--- src/rtl/fetch_pkg.sv ---
// Shared types and constants for the instruction-fetch sequencer.
package fetch_pkg;

  typedef enum logic [1:0] {
    FETCH = 2'd0,
    WAIT  = 2'd1,
    HOLD  = 2'd2
  } fetch_state_e;

  typedef enum logic [1:0] {
    PC_KEEP   = 2'd0,
    PC_SEQ    = 2'd1,
    PC_BRANCH = 2'd2
  } pc_sel_e;

  localparam logic [31:0] NOP_INSTR       = 32'h0000_0000;
  localparam logic [31:0] WORD_ALIGN_MASK = 32'hFFFF_FFFC;

  function automatic logic [31:0] word_align(input logic [31:0] addr);
    return addr & WORD_ALIGN_MASK;
  endfunction

endpackage

--- src/rtl/pc_next_sel.sv ---
// Combinational next-PC mux: hold, sequential step, or word-aligned redirect.
module pc_next_sel
  import fetch_pkg::*;
#(
  parameter int PC_STEP = 4
) (
  input  logic    [31:0] pc,
  input  pc_sel_e        sel,
  input  logic    [31:0] branch_target,
  output logic    [31:0] next_pc
);

  // Select the PC for the next edge; the sequential step wraps modulo 2^32.
  always_comb begin
    next_pc = pc;
    case (sel)
      PC_KEEP:   next_pc = pc;
      PC_SEQ:    next_pc = pc + 32'(PC_STEP);
      PC_BRANCH: next_pc = word_align(branch_target);
      default:   next_pc = pc;
    endcase
  end

endmodule

--- src/rtl/fetch_sequencer.sv ---
// Instruction-fetch sequencer: owns the PC, keeps one imem request in flight,
// captures returned words into IF/ID, and honours stalls and branch flushes.
module fetch_sequencer
  import fetch_pkg::*;
#(
  parameter logic [31:0] RESET_PC = 32'h0000_0000,
  parameter int          PC_STEP  = 4
) (
  input  logic        clk,
  input  logic        rst,
  input  logic        stall,
  input  logic        pcsrc,
  input  logic [31:0] branch_target,
  output logic        imem_req,
  output logic [31:0] imem_addr,
  input  logic        imem_ack,
  input  logic [31:0] imem_rdata,
  output logic        if_valid,
  output logic [31:0] if_instr,
  output logic [31:0] if_npc
);

  fetch_state_e state_r;
  logic [31:0]  pc_r;
  logic         drop_r;
  pc_sel_e      pc_sel_s;
  logic [31:0]  pc_next_s;
  logic         consume_s;
  logic         capture_s;

  // Decode this edge's IF/ID events and the PC source; a redirect beats everything.
  always_comb begin
    consume_s = if_valid && !stall && !pcsrc;
    capture_s = (state_r == WAIT) && imem_ack && !drop_r && !pcsrc;
    pc_sel_s  = PC_KEEP;
    if (pcsrc) begin
      pc_sel_s = PC_BRANCH;
    end else if (capture_s) begin
      pc_sel_s = PC_SEQ;
    end else begin
      pc_sel_s = PC_KEEP;
    end
  end

  pc_next_sel #(
    .PC_STEP(PC_STEP)
  ) u_pc_next_sel (
    .pc           (pc_r),
    .sel          (pc_sel_s),
    .branch_target(branch_target),
    .next_pc      (pc_next_s)
  );

  // Fetch FSM, drop flag, request port and IF/ID registers.
  always_ff @(posedge clk) begin
    if (rst) begin
      state_r   <= FETCH;
      pc_r      <= RESET_PC;
      drop_r    <= 1'b0;
      imem_req  <= 1'b0;
      imem_addr <= 32'h0000_0000;
      if_valid  <= 1'b0;
      if_instr  <= NOP_INSTR;
      if_npc    <= 32'h0000_0000;
    end else begin
      imem_req <= 1'b0;
      pc_r     <= pc_next_s;

      if (pcsrc) begin
        if_valid <= 1'b0;
        if_instr <= NOP_INSTR;
      end else if (capture_s) begin
        if_valid <= 1'b1;
        if_instr <= imem_rdata;
        if_npc   <= pc_next_s;
      end else if (consume_s) begin
        if_valid <= 1'b0;
        if_instr <= NOP_INSTR;
      end

      case (state_r)
        FETCH: begin
          imem_req  <= 1'b1;
          imem_addr <= pc_r;
          state_r   <= WAIT;
          // A redirect on the issuing edge leaves a stale request in flight.
          if (pcsrc) begin
            drop_r <= 1'b1;
          end
        end
        WAIT: begin
          if (imem_ack) begin
            drop_r <= 1'b0;
            if (pcsrc || drop_r || !stall) begin
              state_r <= FETCH;
            end else begin
              state_r <= HOLD;
            end
          end else if (pcsrc) begin
            drop_r <= 1'b1;
          end
        end
        HOLD: begin
          if (pcsrc || !stall) begin
            state_r <= FETCH;
          end
        end
        default: begin
          state_r <= FETCH;
        end
      endcase
    end
  end

endmodule

--- config.mk ---
export PLATFORM = sky130hd
export DESIGN_NAME = fetch_sequencer
export DESIGN_NICKNAME = d
export VERILOG_FILES = /design/src/rtl/fetch_pkg.sv /design/src/rtl/pc_next_sel.sv /design/src/rtl/fetch_sequencer.sv
export SDC_FILE = /design/constraint.sdc
export NUM_CORES = 1
export LEC_CHECK = 0
export BUFFER_PORTS_ARGS = -buffer_cell sky130_fd_sc_hd__buf_2
export CAP_MARGIN = 5
export CELL_PAD_IN_SITES_DETAIL_PLACEMENT = 2
export CELL_PAD_IN_SITES_GLOBAL_PLACEMENT = 2
export CORE_MARGIN = 2
export CORE_UTILIZATION = 30
export DETAILED_ROUTE_END_ITERATION = 7
export HOLD_SLACK_MARGIN = 0.05
export PLACE_DENSITY_LB_ADDON = 0.3
export SYNTH_ARGS = -nofsm -noshare
export SYNTH_HDL_FRONTEND = slang
export SYNTH_HIERARCHICAL = 1
export SYNTH_SLANG_ARGS = --single-unit
export TNS_END_PERCENT = 10
--- constraint.sdc ---
create_clock -name clk -period 4.3 [get_ports clk]
set_clock_uncertainty 0.15 [all_clocks]
set_input_delay 0.215 -clock clk [delete_from_list [all_inputs] [get_ports clk]]
set_output_delay 0.215 -clock clk [all_outputs]
set_load 0.03 [all_outputs]
### Word level (Yosys, flattened, before mapping)

Cells that the tools add are included.

* input bits: 69
* bits in registers: 133

* reduce and logical (&&, ||, !) cells: 17
* add/sub/neg operators: 1
* multiplexer cells: 15
* bitwise operators: 1
* equality and inequality tests: 6

Operators by type and width (count)
* $mux W32: 2
* $pmux W32 S2: 1
* $add A32 B3 Y32 const B: 1
* $mux W2: 4
* $mux W1: 6
* $pmux W2 S3: 1
* $logic_and A1 B1 Y1: 5
* $eq A2 B1 Y1 const B: 2
* $eq A2 B2 Y1 const B: 2
* $ne A2 B2 Y1 const B: 2
* $reduce_and A2 Y1: 2
* $reduce_bool A2 Y1: 2
* $logic_not A1 Y1: 3
* $logic_or A1 B1 Y1: 3
* $logic_not A2 Y1: 1
* $pmux W1 S2: 1
* $reduce_or A2 Y1: 1
* $not A1 Y1: 1

### Depth between registers and ports, before layout

Gate-level depths: netlist of the first run.

* depth in word-level cells: 8
* gate-level depth with buffers: 15
* depth with buffers taken out: 11

### Hierarchy

The synthesis of the first run kept the hierarchy.

By module, submodules not included
* fetch_sequencer: sequential area each 2662.6 um^2, area an instance 4722.0 um^2, instances 1, cells an instance 475
* pc_next_sel: sequential area each 0.0 um^2, area an instance 1335.0 um^2, instances 1, cells an instance 212

### Least setup slack after synthesis of the first run

No wires, ideal clock.

* path type: register -> register
* start: register state_r[1]
* end: register if_npc[11]
* cell stages (with the launch flop): 15
* clock period less this slack: 3259 ps
* path slack: 1041 ps
* arrival time: 2985 ps
* cells stage by stage: dfxtp_1 nand3b_1 or3_1 buf_6 buf_6 buf_6 inv_1 inv_1 ha_1 clkbuf_1 buf_1 clkbuf_1 o221ai_1 nor2b_1 mux2_1

* longest elaborated chain between the ends: 8
* elaborated cells between the ends (all ways): 10

RTL lines
* from (decl): RTL line fetch_sequencer.sv:23 `fetch_state_e state_r;`
* from (signal assigned): RTL line fetch_sequencer.sv:57 `state_r <= FETCH;`
* from (signal assigned): RTL line fetch_sequencer.sv:85 `state_r <= WAIT;`
* from (signal assigned): RTL line fetch_sequencer.sv:95 `state_r <= FETCH;`
* $eq A2 B1 Y1 *: RTL line fetch_sequencer.sv:34 `capture_s = (state_r == WAIT) && imem_ack && !drop_r && !pcsrc;`
* $logic_and A1 B1 Y1 * (3 in a row): RTL line fetch_sequencer.sv:34
* net capture_s: RTL line fetch_sequencer.sv:29 `logic capture_s;`
* $mux W1 *: RTL line fetch_sequencer.sv:38 `end else if (capture_s) begin`
* $mux W2 *: RTL line fetch_sequencer.sv:36 `if (pcsrc) begin`
* $eq A2 B2 Y1 or $eq A2 B1 Y1 (tied branches): RTL line pc_next_sel.sv:16 `case (sel)`
* $pmux W32 S2 *: RTL line pc_next_sel.sv:16
* net pc_next_s[11]: RTL line fetch_sequencer.sv:27 `logic [31:0] pc_next_s;`
* to (signal assigned): RTL line fetch_sequencer.sv:75 `if_npc <= pc_next_s;`
* to (decl): RTL line fetch_sequencer.sv:20 `output logic [31:0] if_npc`

Mark *: on every way through the listed nets, which the timed path passes. The rest lies on a longest branch.
A chain may end at the register's enable or synchronous reset.

### Worst setup path in the final report of the first run

* start: register state_r[1]
* end: register if_npc[10]

The elaborated chain is that of the path after synthesis.

==> results of run 1 <==
==> cells in the final DEF (no fill, tap or decap), types with 3 or more instances in the layout <==
cell type / n
buf_2: 163
dfxtp_1: 133
nand2_1: 120
nor2b_1: 66
mux2i_1: 48
a21oi_1: 43
dlygate4sd3_1: 42
nand3_1: 37
mux2_2: 32
nor2_1: 30
inv_1: 18
clkbuf_16: 17
a22oi_1: 15
o21ai_0: 14
buf_4: 8
o21ai_1: 8
nor3_1: 6
and4_1: 5
and3_1: 5
o31a_1: 5
o22ai_1: 5
mux2_1: 4
clkinvlp_4: 4
nand4_1: 4
a222oi_1: 4
clkinv_2: 3
bufinv_16: 3
inv_6: 3
o21a_1: 3
==> cells by family (layout without fill, tap and decap cells) <==
family / after synthesis / in the layout / synth area share (%)
AO/OA/AOI/OAI: 102 / 102 / 10.2
adder cells (fa/ha/maj): 3 / 3 / 0.620
other: 0 / 1 / 0
AND/OR/NAND/NOR: 293 / 293 / 24.9
buffers and inverters: 72 / 263 / 5.76
multiplexers: 84 / 84 / 14.6
flip-flops: 133 / 133 / 44.0
==> synthesized netlist by cell type, drive strengths merged (16+ instances only) <==
cell	instances
nor2b	66
inv	18
o21ai	22
clkbuf	38
dfxtp	133
nand2	120
buf	16
mux2i	48
nor2	32
a21oi	43
nand3	39
mux2	36
==> what timing repair did <==
item,in CTS,in global routing
hold buffers,42,0
resized for setup,0,0
endpoints found under the hold margin,45,0
==> registers in the layout, indices dropped and copies added, names as in the netlist <==
register	count
if_npc	32
imem_addr	32
if_instr	32
state_r	2
drop_r	1
pc_r	32
if_valid	1
imem_req	1
==> path summary, 6_finish.rpt <==
check,end,slack (ns),cells after the start
hold reg to reg,imem_addr[20],0.30,2
setup reg to reg,if_npc[10],0.86,9
hold / removal,pc_r[18],0.06,4
setup / recovery,if_npc[10],0.86,9
==> worst register-to-register path: cells and delay by family, from the launching register on <==
| family | cells | cell delay, ns |
|---|---|---|
| flops | 1 | 0.36 |
| simple gates | 3 | 0.74 |
| compound gates | 2 | 0.64 |
| mux | 1 | 0.18 |
| fa+ha+maj | 1 | 0.60 |
| buf+inv | 2 | 0.73 |
==> final cells by class <==
| type | instances | area [um2] | area share (%) |
|---|---|---|---|
| antenna | 1 | 2.50 | 0.0312 |
| clock buffer | 17 | 425 | 5.30 |
| clock inverter | 15 | 179 | 2.23 |
| inverter | 18 | 67.6 | 0.842 |
| multi-input combinational | 482 | 3060 | 38.2 |
| sequential | 133 | 2660 | 33.2 |
| tap | 265 | 332 | 4.13 |
| timing repair buffer | 213 | 1300 | 16.1 |
==> stage by stage <==
stage / power (uW) / std cells
global placement: 1590 / 1069
global route: 3250 / 1143
finish: 3100 / 1144
floorplan: 1500 / 687
detailed placement: 1600 / 1069
CTS: 3150 / 1143
==> routing by layer <==
metal | up-vias | track usage, %
met5 | - | 0
met4 | 2 | 6.07
met3 | 24 | 5.97
met2 | 127 | 36.7
met1 | 2760 | 21.8
li1 | 2693 | -
==> report_power, final <==
group / switching (uW) / internal, uW / total [uW]
registers: 31.7 / 1260 / 1300
logic: 182 / 125 / 306
clock network: 588 / 914 / 1500
==> results.cfg, run 1 <==
[outcome]
status = finished, final reports clean

[global_route]
grt_pass1_wl_mm = 33.8
grt_pass1_vias = 6418
grt-ovfl-total = 0
grt_max_degree = 97
antenna_found_initial = 2
track_usage_pct = 19.9

[floorplan]
ios = 167
die_h_um = 146
die_area_mm2 = 0.0213
initial_core_util_pct = 30.8
die_width_um = 146
num_rows = 51
core-area_mm2 = 0.0197

[placed_design]
place_ws_ns = 0.958
gp_congestion = 0.741
port-buffer-count = 164
dp_hpwl_mm = 13.3
placed_area_mm2 = 0.00700

[logic_synthesis]
synthDistinctLibCells = 46
yosysSeqAreaShare_pct = 44.0
avgSynthCellArea_um2 = 8.82
synth_area_mm2 = 0.00606
synth-edff-count = 0
postSynthCellCount = 687
synthTopCellsByArea = dfxtp_1 (44%), mux2i_1 (7.9%), nand2_1 (7.4%)
synth_top_area_share_pct = 44.0
synth_seq_cells = 133
yosys_warnings = 6
synthArstFlopShare_pct = 0
syn_nets = 759
ys.flop_type = dfxtp_1
synth_top_area_cell = dfxtp_1

[clock_network]
clock-sinks = 133
max-clock-path-buffers = 2
cts_max_level = 4
ctsRootBufferMaster = clkbuf_16
postCtsSetupBuffers = 0
insertion_delay_ns = 0.43
numCtsBuffers = 17
cts_tree = yes
cts.clk_slew.worst_paths_ns = 0.06

[setup_path]
crit_path_cell_trace = nand3b_1, or3_4, inv_1, ha_1, inv_1, o31a_1, o22ai_1, nor2b_1, mux2_2
critical_path.startpoint = state_r[1]
critPathCaptureType = flip-flop
rr_startpoint = state_r[1]
cp-start-kind = flip-flop
crit_type = reg -> reg
crit_required_ns = 4.52
path_max_fanout = 24
critPathTopFamily = simple AND/OR/NAND/NOR gates
cp_common_cell = inv_1
cpPeakStageDelay_ns = 0.64
worst-path-buf-inv = 2
arrival_ns = 3.66
cp_slowest_cell = inv_1

[drt]
drc = 0
wl_mm = 20.7
detailroute.via_count = 5606
antenna_left = 0
top_layer = met5
wl_per_cell_um = 18.1
wl_met1_mm = 8.55
dr_wl_met3_mm = 1.08
drtPass1Iterations = 6
vias_per_cell = 4.90
wl_met2_mm = 10.8
first_iter_violations = 183

[timing]
rsz0062_at_grt = no
max_freq_ghz = 0.291
fin_crit_sh_pct = 80.0
fin_ws_ns = 0.858
finalSetupTns_ns = 0
finalMaxSlewViolations = 0
finalHoldViolCount = 0
setup_viol = 0
timing.hold.ws_ns = 0.0606
worst_pin_slew_ns = 1.29
timing.slew.headroom_pct = 14.1
period_minus_slack_ns = 3.44

[final_layout]
nFillCells = 2246
final_layout_size_suffix_gt1_share_pct = 28.6
final_cell_area_mm2 = 0.00803
layout-area-overhead-vs-synth_pct = 32.5
post-route-util_pct = 40.8
final_nets = 937

[min_path]
hold_start = branch_target[18]
hold_path.class = in -> reg

[power]
leakage_uw = 0.00361
irDropWorstVdd_mv = 0.258
p_per_area_mw_per_mm2 = 387

[run]
cap_viol_max_count = 0
Power figures use the tool's default switching activity.
==> run 2: changes to the inputs <==
CORE_UTILIZATION = 28   (was 30)
clock period = 3.1 ns   (was 4.3 ns; I/O delays follow)
==> results.cfg, run 2 (synthesis results as in run 1) <==
[outcome]
status = finished, final reports clean

[setup_path]
arrival_ns = 3.08
crit_path_cell_trace = nand3b_1, or3_4, inv_1, inv_1, ha_4, buf_12, nor2_1, mux2_2, a222oi_1, inv_1, nor2b_1, mux2_2
ff2ff_setup_slack_ns = 0.18
rr_startpoint = state_r[1]
cp_common_cell = inv_1
cp-start-kind = flip-flop
cpPeakStageDelay_ns = 0.36
critPathCaptureType = flip-flop
worst-path-buf-inv = 4
cp_slowest_cell = dfxtp_1
critPathTopFamily = simple AND/OR/NAND/NOR gates
crit_type = reg -> reg
path_max_fanout = 17
crit_required_ns = 3.26
critical_path.startpoint = state_r[1]

[drt]
vias_per_cell = 4.86
detailroute.via_count = 5710
drc = 0
wl_per_cell_um = 18.3
antenna_left = 0
first_iter_violations = 185
wl_mm = 21.5
drtPass1Iterations = 4

[clock_network]
cts.clk_slew.worst_paths_ns = 0.06
insertion_delay_ns = 0.43
ctsRootBufferMaster = clkbuf_16
numCtsBuffers = 17
clock-sinks = 133
postCtsSetupBuffers = 0
cts_max_level = 4
cts_tree = yes
max-clock-path-buffers = 2

[timing]
max_freq_ghz = 0.342
finalSetupTns_ns = 0
fin_ws_ns = 0.176
finalHoldViolCount = 0
period_minus_slack_ns = 2.92
finalMaxSlewViolations = 0
rsz0062_at_grt = no
setup_viol = 0
fin_crit_sh_pct = 94.3
worst_pin_slew_ns = 1.09
timing.slew.headroom_pct = 27.1

[final_layout]
final_nets = 956
final_layout_size_suffix_gt1_share_pct = 28.7
multiInputGateArea_mm2 = 0.00308
layout-area-overhead-vs-synth_pct = 37.5
final_common_cell = buf_2
register_area_mm2 = 0.00266
layout_common_cells = buf_2 (163), dfxtp_1 (133), nand2_1 (120)
nFillCells = 2328

[global_route]
antenna_found_initial = 2
grt-ovfl-total = 0
grt_max_degree = 67
track_usage_pct = 18.8
grt_pass1_wl_mm = 33.1
grt_pass1_vias = 6205

[placed_design]
port-buffer-count = 164
place_ws_ns = -0.0797
gp_congestion = 0.745
dp_hpwl_mm = 13.6

[floorplan]
die_h_um = 151
initial_core_util_pct = 28.6
ios = 167
num_rows = 53
core-area_mm2 = 0.0212
die_width_um = 151
die_area_mm2 = 0.0228

[power]
total_power_uw = 4490
leakage_uw = 0.00375
p_per_area_mw_per_mm2 = 539
irDropWorstVdd_mv = 0.366

[min_path]
hold_path.class = in -> reg
hold_start = branch_target[11]

[run]
cap_viol_max_count = 0
## run 2: worst register-to-register path, delay by kind of cell, from the launching register on
| kind | cells | cell delay (ns) |
|---|---|---|
| AO/OA/AOI/OAI | 1 | 0.26 |
| buffers and inverters | 4 | 0.42 |
| AND/OR/NAND/NOR | 4 | 0.74 |
| multiplexers | 2 | 0.56 |
| adder cells (fa/ha/maj) | 1 | 0.33 |
| flip-flops | 1 | 0.36 |
## run 2: power by group
group          switching (uW)  internal [uW]
Sequential               41.7           1750
Clock                     807           1410
Combinational             271            201
Total                    1120           3370
## run 2: area by class of cell
class                   instances  area share, %
clock buffers                  21           5.65
flip-flops and latches        133           32.0
clock inverters                11           2.07
inverters                      18          0.811
well taps                     275           4.13
repair buffers                232           18.4
diodes                          2         0.0601
multi-input cells             482           36.9
## run 2: final timing paths
check / end / cells after the start
setup / recovery: if_npc[13] / 12
hold / removal: pc_r[11] / 4
setup reg to reg: if_npc[13] / 12
hold reg to reg: imem_addr[19] / 2
## run 2: per-layer routing
metal / vias to the layer above / global-route usage, % / share of wire, %
met5: - / 0 / 0
met4: 0 / 6.12 / 1.5
met3: 27 / 5.69 / 5.9
met2: 135 / 33.6 / 51
met1: 2818 / 21.2 / 42
li1: 2730 / - / -
## run 2: timing repair
action                     4_1_cts  5_1_grt
pin swaps                        0        0
resized for setup                1        1
hold endpoints to repair        56        0
hold buffers                    55        0
setup endpoints to repair        8        4
gates cloned                     0        2
## run 2: per-stage QoR
step / instances / hold slack (ns) / cell area [um2] / utilization [%]
global placement: 1083 / 0.215 / 7070 / 33.4
global route: 1172 / 0.0726 / 8320 / 39.4
detailed placement: 1083 / 0.226 / 7070 / 33.4
finish: 1174 / 0.0649 / 8330 / 39.4
floorplan: 687 / 0.109 / 6060 / -
CTS: 1170 / 0.0532 / 8260 / 39.1
